**config.mk**
```make
export PLATFORM = sky130hd
export DESIGN_NAME = mux4_rr_arbiter_flat
export DESIGN_NICKNAME = d
export VERILOG_FILES = /design/src/rtl/mux4_rr_arbiter_pkg.sv /design/src/rtl/mux4_rr_arbiter_if.sv /design/src/rtl/mux4_rr_arbiter_rr_pick4.sv /design/src/rtl/mux4_rr_arbiter.sv /design/src/flat_wrapper.sv
export SDC_FILE = /design/constraint.sdc
export NUM_CORES = 1
export LEC_CHECK = 0
export ABC_AREA = 0
export BUFFER_PORTS_ARGS = -buffer_cell sky130_fd_sc_hd__buf_2
export CAP_MARGIN = 5
export CORE_MARGIN = 2
export CORE_UTILIZATION = 49
export CTS_CLUSTER_SIZE = 24
export DETAILED_ROUTE_END_ITERATION = 10
export PLACE_DENSITY = 0.72
export SYNTH_ARGS = -nofsm -noshare
export SYNTH_HDL_FRONTEND = slang
export SYNTH_SLANG_ARGS = --single-unit
export TNS_END_PERCENT = 50
```
**constraint.sdc**
```tcl
create_clock -name clk -period 2.1 [get_ports clk]
set_input_delay 0.42 -clock clk [delete_from_list [all_inputs] [get_ports clk]]
set_output_delay 0.42 -clock clk [all_outputs]
set_load 0.02 [all_outputs]
```
**src/rtl/mux4_rr_arbiter_pkg.sv**
```systemverilog
// Shared types and constants for the 4:1 round-robin output arbiter.
package mux4_rr_arbiter_pkg;

  typedef enum logic {
    ST_IDLE  = 1'b0,
    ST_GRANT = 1'b1
  } arb_state_e;

  localparam int         BURST_W       = 8;
  // Pointer value after reset, chosen so requester 0 is first in circular order.
  localparam logic [1:0] RR_LAST_RESET = 2'd3;

  function automatic logic [3:0] onehot4(input logic [1:0] idx);
    return 4'b0001 << idx;
  endfunction

endpackage

```
**src/rtl/mux4_rr_arbiter_if.sv**
```systemverilog
// Requester/output bundle of the shared 4:1 mux arbiter.
interface mux4_rr_arbiter_if #(
  parameter int DATA_W = 1
);
  logic [3:0]        req;
  logic [DATA_W-1:0] data0;
  logic [DATA_W-1:0] data1;
  logic [DATA_W-1:0] data2;
  logic [DATA_W-1:0] data3;
  logic [3:0]        gnt;
  logic [1:0]        select;
  logic [DATA_W-1:0] out_data;
  logic              out_valid;

  modport master (
    output req, data0, data1, data2, data3,
    input  gnt, select, out_data, out_valid
  );

  modport slave (
    input  req, data0, data1, data2, data3,
    output gnt, select, out_data, out_valid
  );
endinterface

```
**src/rtl/mux4_rr_arbiter_rr_pick4.sv**
```systemverilog
// Circular priority pick: first set req at or after start, optionally skipping one index.
module rr_pick4 (
  input  logic [3:0] req,
  input  logic [1:0] start,
  input  logic       excl_en,
  input  logic [1:0] excl,
  output logic       found,
  output logic [1:0] idx
);

  always_comb begin
    logic [1:0] cand;
    cand  = start;
    found = 1'b0;
    idx   = start;
    for (int i = 0; i < 4; i++) begin
      cand = start + 2'(i);
      if (!found && req[cand] && !(excl_en && (cand == excl))) begin
        found = 1'b1;
        idx   = cand;
      end
    end
  end

endmodule

```
**src/rtl/mux4_rr_arbiter.sv**
```systemverilog
// Round-robin arbiter for a shared 4:1 output mux with burst-capped grants.
//
//   state    | meaning
//   ST_IDLE  | no owner, gnt=0; picks the next requester after `last`
//   ST_GRANT | owner=select; captures beats while req[owner] holds, releases on drop or cap
module mux4_rr_arbiter
  import mux4_rr_arbiter_pkg::*;
#(
  parameter int DATA_W    = 1,
  parameter int MAX_BURST = 8
) (
  input  logic               clk,
  input  logic               rst_n,
  mux4_rr_arbiter_if.slave   bus
);

  localparam logic [BURST_W-1:0] BURST_CAP = BURST_W'(MAX_BURST);
  localparam logic [BURST_W-1:0] SAT_LIM   = (MAX_BURST == 0) ? '1 : BURST_CAP;

  arb_state_e          state_q, state_d;
  logic [3:0]          gnt_q, gnt_d;
  logic [1:0]          sel_q, sel_d;
  logic [1:0]          last_q, last_d;
  logic [BURST_W-1:0]  cnt_q, cnt_d;
  logic [DATA_W-1:0]   out_data_q;
  logic                out_valid_q;

  logic                capture;
  logic                owner_req;
  logic                cap_hit;
  logic                pick_found;
  logic [1:0]          pick_idx;
  logic [1:0]          pick_start;
  logic                pick_excl_en;

  // Idle searches after the last owner; release searches after the owner, excluding it.
  assign pick_excl_en = (state_q == ST_GRANT);
  assign pick_start   = pick_excl_en ? (sel_q + 2'd1) : (last_q + 2'd1);

  rr_pick4 u_pick (
    .req     (bus.req),
    .start   (pick_start),
    .excl_en (pick_excl_en),
    .excl    (sel_q),
    .found   (pick_found),
    .idx     (pick_idx)
  );

  assign owner_req = bus.req[sel_q];
  assign cap_hit   = (MAX_BURST != 0) && (cnt_q == BURST_CAP) && pick_found;

  always_comb begin
    state_d = state_q;
    gnt_d   = gnt_q;
    sel_d   = sel_q;
    last_d  = last_q;
    cnt_d   = cnt_q;
    capture = 1'b0;
    case (state_q)
      ST_IDLE: begin
        if (pick_found) begin
          state_d = ST_GRANT;
          gnt_d   = onehot4(pick_idx);
          sel_d   = pick_idx;
          cnt_d   = BURST_W'(1);
        end
      end
      ST_GRANT: begin
        capture = owner_req;
        if (owner_req && (cnt_q < SAT_LIM)) cnt_d = cnt_q + BURST_W'(1);
        if (!owner_req || cap_hit) begin
          last_d = sel_q;
          if (pick_found) begin
            gnt_d = onehot4(pick_idx);
            sel_d = pick_idx;
            cnt_d = BURST_W'(1);
          end else begin
            state_d = ST_IDLE;
            gnt_d   = 4'b0000;
          end
        end
      end
      default: begin
        state_d = ST_IDLE;
        gnt_d   = 4'b0000;
      end
    endcase
  end

  always_ff @(posedge clk or negedge rst_n) begin
    if (!rst_n) begin
      state_q <= ST_IDLE;
      gnt_q   <= 4'b0000;
      sel_q   <= 2'd0;
      last_q  <= RR_LAST_RESET;
      cnt_q   <= '0;
    end else begin
      state_q <= state_d;
      gnt_q   <= gnt_d;
      sel_q   <= sel_d;
      last_q  <= last_d;
      cnt_q   <= cnt_d;
    end
  end

  always_ff @(posedge clk or negedge rst_n) begin
    if (!rst_n) begin
      out_data_q  <= '0;
      out_valid_q <= 1'b0;
    end else begin
      out_valid_q <= capture;
      if (capture) begin
        case (sel_q)
          2'd0:    out_data_q <= bus.data0;
          2'd1:    out_data_q <= bus.data1;
          2'd2:    out_data_q <= bus.data2;
          default: out_data_q <= bus.data3;
        endcase
      end
    end
  end

  assign bus.gnt       = gnt_q;
  assign bus.select    = sel_q;
  assign bus.out_data  = out_data_q;
  assign bus.out_valid = out_valid_q;

endmodule

```
**src/flat_wrapper.sv**
```systemverilog
// flat-port wrapper written by rule: the top's interface ports become plain ports
module mux4_rr_arbiter_flat import mux4_rr_arbiter_pkg::*;
#(
  parameter int DATA_W    = 1,
  parameter int MAX_BURST = 8
)
  (clk, rst_n, bus_req, bus_data0, bus_data1, bus_data2, bus_data3, bus_gnt, bus_select, bus_out_data, bus_out_valid);
  mux4_rr_arbiter_if #(.DATA_W(DATA_W)) bus_i ();
  input  logic clk;
  input  logic rst_n;
  input wire logic [$bits(bus_i.req)-1:0] bus_req;
  input wire logic [$bits(bus_i.data0)-1:0] bus_data0;
  input wire logic [$bits(bus_i.data1)-1:0] bus_data1;
  input wire logic [$bits(bus_i.data2)-1:0] bus_data2;
  input wire logic [$bits(bus_i.data3)-1:0] bus_data3;
  output wire logic [$bits(bus_i.gnt)-1:0] bus_gnt;
  output wire logic [$bits(bus_i.select)-1:0] bus_select;
  output wire logic [$bits(bus_i.out_data)-1:0] bus_out_data;
  output wire logic [$bits(bus_i.out_valid)-1:0] bus_out_valid;
  assign bus_i.req = bus_req;
  assign bus_i.data0 = bus_data0;
  assign bus_i.data1 = bus_data1;
  assign bus_i.data2 = bus_data2;
  assign bus_i.data3 = bus_data3;
  assign bus_gnt = bus_i.gnt;
  assign bus_select = bus_i.select;
  assign bus_out_data = bus_i.out_data;
  assign bus_out_valid = bus_i.out_valid;
  mux4_rr_arbiter #(.DATA_W(DATA_W), .MAX_BURST(MAX_BURST)) u_core (.clk(clk), .rst_n(rst_n), .bus(bus_i));
endmodule
```
; Word level (Yosys, flattened, before mapping)
; Index checks and enable logic that the tools add are counted.
[word_totals]
ff_bits = 19
latch_bits = 0
ramBits = 0
mem_bits_ro = 0
input_bits = 10
out_inout_bits = 8
wordCells = 90
memories = 0
[op_classes]
n_addsub = 6
n_mul = 0
div = 0
order_cmp = 6
n_eq_ne = 9
shifts = 1
mux = 35
bitwise_logic = 1
reduce_logical = 25
[ops]
columns = cell, count
row1 = 8-bit two-way mux, 4
row2 = 8-bit one-hot mux with 2 select lines, 1
row3 = "2-bit by 3-bit < comparator with 1-bit output, second input constant", 5
row4 = 1-bit logical AND, 13
row5 = 1-bit two-way mux, 12
row6 = 2-bit two-way mux, 6
row7 = 4-bit two-way mux, 3
row8 = 1-bit binary-select mux with 2-bit select, 5
row9 = "8-bit by 1-bit adder with 8-bit output, second input constant", 1
row10 = 2-bit == test, 4
row11 = "8-bit by 4-bit == test with 1-bit output, second input constant", 1
row12 = 1-bit logical NOT, 8
row13 = "8-bit by 4-bit < comparator with 1-bit output, second input constant", 1
row14 = 4-bit one-hot mux with 2 select lines, 1
row15 = "2-bit by 1-bit adder with 2-bit output, second input constant", 3
row16 = "2-bit adder, second input constant", 2
row17 = 2-bit one-hot mux with 2 select lines, 1
row18 = 2-bit AND reduction, 2
row19 = "1-bit by 2-bit << shifter with 4-bit output, first input constant", 1
row20 = 1-bit one-hot mux with 3 select lines, 1
row21 = "2-bit by 1-bit == test with 1-bit output, second input constant", 1
row22 = "2-bit == test, second input constant", 1
row23 = 2-bit logical NOT, 1
row24 = "2-bit by 1-bit != test with 1-bit output, second input constant", 1
row25 = 4 further kinds, 4

; Depth between registers and ports, before layout
[logic_depth]
depth_word = 23
ltp_mapped = 9
ltp_nobuf = 7

; Modules after synthesis
; A second synthesis with hierarchy kept.
[hier_totals]
hier_cells = 148
hier_area_um2 = 1410.1
[by_module_without_submodules]
columns = module, instances, cells_each, area_each_um2, seq_area_each_um2
row1 = mux4_rr_arbiter, 1, 94, 1012.2, 478.0
row2 = rr_pick4, 1, 54, 397.9, 0.0

; Worst setup path before layout
; OpenSTA, ideal clock, no wires.
[synth_path]
path_type = flip-flop to flip-flop
startpoint = reg u_core.sel_q[0] (netlist: u_core.bus.select[0])
endpoint = reg u_core.gnt_q[3] (netlist: u_core.bus.gnt[3])
setup_ps = 122
t_arrival_ps = 2006
required_time_ps = 1978
slack_ps = -28
stages_incl_launch_ff = 8
n_path_buf = 0
synth_period_minus_slack_ps = 2128
path_cell_list = dfrtp_1 mux2_4 mux2_4 o21ai_2 a21oi_2 a311o_1 o21a_1 a32o_1
[synth_via]
elab_chain_cells = 23
elab_cells_between_ends = 55
cone_classes = add/sub: 4 / eq/ne: 6 / shift: 1 / mux: 22 / reduce/logical: 22
[synth_rtl]
columns = item, line
row1 = "start, declared", mux4_rr_arbiter.sv:22  ; logic [1:0] sel_q, sel_d;
row2 = "start signal, assigned", mux4_rr_arbiter.sv:100  ; sel_q <= sel_d;
row3 = "parallel branches: the longest is 23 deep, another holds 2-bit by 1-bit adder with 2-bit output", -
row4 = "end signal, assigned", mux4_rr_arbiter.sv:99  ; gnt_q <= gnt_d;
row5 = "end, declared", mux4_rr_arbiter.sv:21  ; logic [3:0] gnt_q, gnt_d;
; Several ways; the timed one is not identified. The select of a mux whose other input is x is not followed.
; A chain may end at the register's enable or synchronous reset.

; Worst setup path in the final report
[layout_path]
startpoint = reg u_core.state_q (netlist: u_core.pick_excl_en)
endpoint = reg u_core.gnt_q[1] (netlist: u_core.bus.gnt[1])
[layout_via]
elab_chain_cells = 22
elab_cells_between_ends = 52
cone_classes = add/sub: 3 / eq/ne: 6 / shift: 1 / mux: 20 / bitwise: 1 / reduce/logical: 21
[layout_rtl]
columns = item, line
row1 = "start, declared", mux4_rr_arbiter.sv:20  ; arb_state_e state_q, state_d;
row2 = "start signal, assigned", mux4_rr_arbiter.sv:98  ; state_q <= state_d;
row3 = "parallel branches: the longest is 22 deep, another holds 2-bit by 1-bit adder with 2-bit output", -
; Several ways; the timed one is not identified. The select of a mux whose other input is x is not followed.

==> flow_summary.yaml <==
placement:
  place_hpwl_um: 1860
  dp_slack_ns: -0.0829
  portBuffers: 17
  dpl-instance-area_um2: 1290
  gp_congestion: 0.899
synth:
  syn_avg_cell_area_um2: 10.3
  synth.cell_area_um2: 1080
  ys_top_cells_by_count: "17 x dfrtp_1, 14 x nand2_1, 7 x nor2_1, 6 x a21oi_1, 6 x inv_1"
  synth_xor_area_share_pct: 0.808
  synthArstFlopShare_pct: 100
  synth_compound_area_share_pct: 17.0
  synth_fa_ha_area_share_pct: 2.31
  synth_cell_types: 39
  synth_simple_gate_area_share_pct: 18.5
  synth_top_area_share_pct: 39.3
  ys_top_cells_by_area: "dfrtp_1 39%, dfstp_2 4.8%, nand2_1 4.8%"
  synthCells: 105
  post-synth-top-area-cell: "dfrtp_1"
  seq_area_frac_synth_pct: 44.1
  synthMuxAreaShare_pct: 13.2
  synth_edf_count: 0
  synth_nets: 117
  synth_top_family_by_area: "simple AND/OR/NAND/NOR gates"
  synth-seq-cells: 19
  yosysWarnings: 0
  synth_flop_cell: "dfrtp_1"
  yosysMostFrequentCell: "dfrtp_1"
worst_setup_path:
  ff2ff_setup_slack_ns: -0.07
  rr_startpoint: "u_core.pick_excl_en"
  cp.required_ns: 2.30
  cp.arrival_ns: 2.36
  endpoint_kind: "flip-flop"
  setup.worst_path.class: "reg2reg"
  crit_start: "u_core.pick_excl_en"
  r2r_cells: 7
  crit_fanout: 4
  critPathLaunchType: "flip-flop"
  r2r-end: "u_core.bus.gnt[1]"
drt:
  drtIter0Drc: 29
  post_drt_wl_per_cell_um: 14.4
  ant_nets: 0
  drc: 0
  via_per_inst: 5.38
  drtPass1Iterations: 4
  vias: 904
  wirelength_um: 2420
grt:
  grt_overflow_total: 0
  grt_antenna_before_repair: 0
  grt_usage_pct: 21.7
  grt_first_pass_wirelength_um: 4170
  first_global_vias: 943
  grt_start_max_net_pins: 20
sta:
  tns_ns: -0.207
  slew_headroom_pct: 71.8
  fmaxAchievable_mhz: 462
  maxSlewViolCount: 0
  rsz0062_at_grt: "yes"
  finalCriticalPeriod_ns: 2.17
  setup_viol: 5
  layout_setup_ws_ns: -0.0661
  tightest_slew_ns: 0.423
  fin_worst_skew_ns: 0.00167
  hold_viol_final: 0
  period_share_pct: 103
  hold_slack_ns: 0.0347
die:
  core_um2: 2150
  dieWidth_um: 51.0
  start_util_pct: 50.4
  fp-row-count: 17
  dieArea_um2: 2600
  ios: 18
  die_h_um: 51.0
finish:
  fillers: 163
  syn_to_final_growth_pct: 27.4
  diodes: 0
  design_area_um2: 1380
  final_layout_size_suffix_gt1_share_pct: 41.4
  nets: 153
clocking:
  clockBufferDepth: 2
  tritoncts: "built"
  cts-buffers-inserted: 3
  htreeDepth: 1
  clk_pin_slew_ns: 0.12
  clk_latency_ns: 0.30
  cts.root.buffer_cell: "clkbuf_4"
  hold_buffers: 0
  clock_sinks: 19
run:
  maxCapViolCount: 0
pwr:
  powerDensity_nw_per_um2: 1480
  p_leak_nw: 0.671
  vdd_drop_max_v: 0.000779
status:
  outcome: "finished, violations left"
  violations: "setup timing"
worst_hold_path:
  hp-class: "in2async"
==> metal layers <==
metal  global-route usage [%]  part of all wire, %
met5                        0                    0
met2                     37.4                   49
met1                     27.3                   45
met4                     4.50                 0.66
met3                     5.56                  5.4
==> area by class of cell <==
class	count	area, um2	share of cell area, %
well taps	28	35.0	2.54
inverters	7	26.3	1.90
repair buffers	33	209	15.1
clock buffers	3	22.5	1.63
multi-input cells	77	599	43.4
flip-flops and latches	19	480	34.8
clock inverters	1	7.51	0.544
==> kinds of logic after synthesis <==
| group | after synthesis |
|---|---|
| and+or+nand+nor | 39 |
| muxes | 10 |
| xor gates and xnor gates | 1 |
| buffers and inverters | 9 |
| DFF | 19 |
| adders and majority gates | 2 |
| AOI/OAI and AO/OA | 25 |
==> placed cells by master, fill, tap and decap left out, drive strengths merged, types with 3 or more instances in the layout <==
master	synthesis	layout
a21oi	7	7
a32o	4	4
and2	4	4
buf	2	33
clkbuf	0	3
dfrtp	17	17
inv	7	7
mux2	5	5
mux2i	3	3
nand2	14	14
nor2	7	7
o21ai	7	7
==> registers in the layout, summed over array words and instances (netlist names) <==
signal,flops
u_core.bus.gnt,4
u_core.bus.out_data,1
u_core.bus.out_valid,1
u_core.bus.select,2
u_core.cnt_q,8
u_core.last_q,2
u_core.pick_excl_en,1
==> worst max-delay path: stages (launching register included) <==
cell and delay [ns]:
dfrtp_2 0.46, mux2_4 0.34, mux2_4 0.32, o21ai_4 0.17
a21oi_2 0.07, a311o_1 0.30, o21a_1 0.20, a32o_1 0.21
==> stage by stage <==
step,power [W],cells,util [%]
floorplan,0.00134,105,-
global placement,0.00170,162,60.1
detailed placement,0.00175,162,60.1
CTS,0.00196,167,62.3
global route,0.00220,168,64.2
finish,0.00204,168,64.2
==> how the worst max path moves through the flow <==
stage / end / slack, ns / depth (start not counted)
final: u_core.bus.gnt[1] / -0.07 / 7
after global routing: u_core.bus.gnt[0] / -0.13 / 7
after CTS: u_core.bus.gnt[3] / -0.05 / 7
after detailed placement: u_core.bus.gnt[1] / -0.08 / 7
after global placement: u_core.bus.gnt[1] / 0.007 / 7
after floorplan: u_core.bus.gnt[3] / 0.02 / 8
==> where the power goes <==
group	switching, W	internal (W)	leakage [nW]
clock network	0.000121	0.0000724	0.0139
logic	0.000640	0.000613	0.420
registers	0.0000972	0.000500	0.237
==> what timing repair did <==
action                                  CTS  global route
endpoints found under the setup margin   15            16
buffers inserted                          1             1
pin swaps                                 2             6
resized for setup                         2             8
Note: power is estimated with default switching activity, not from simulation.
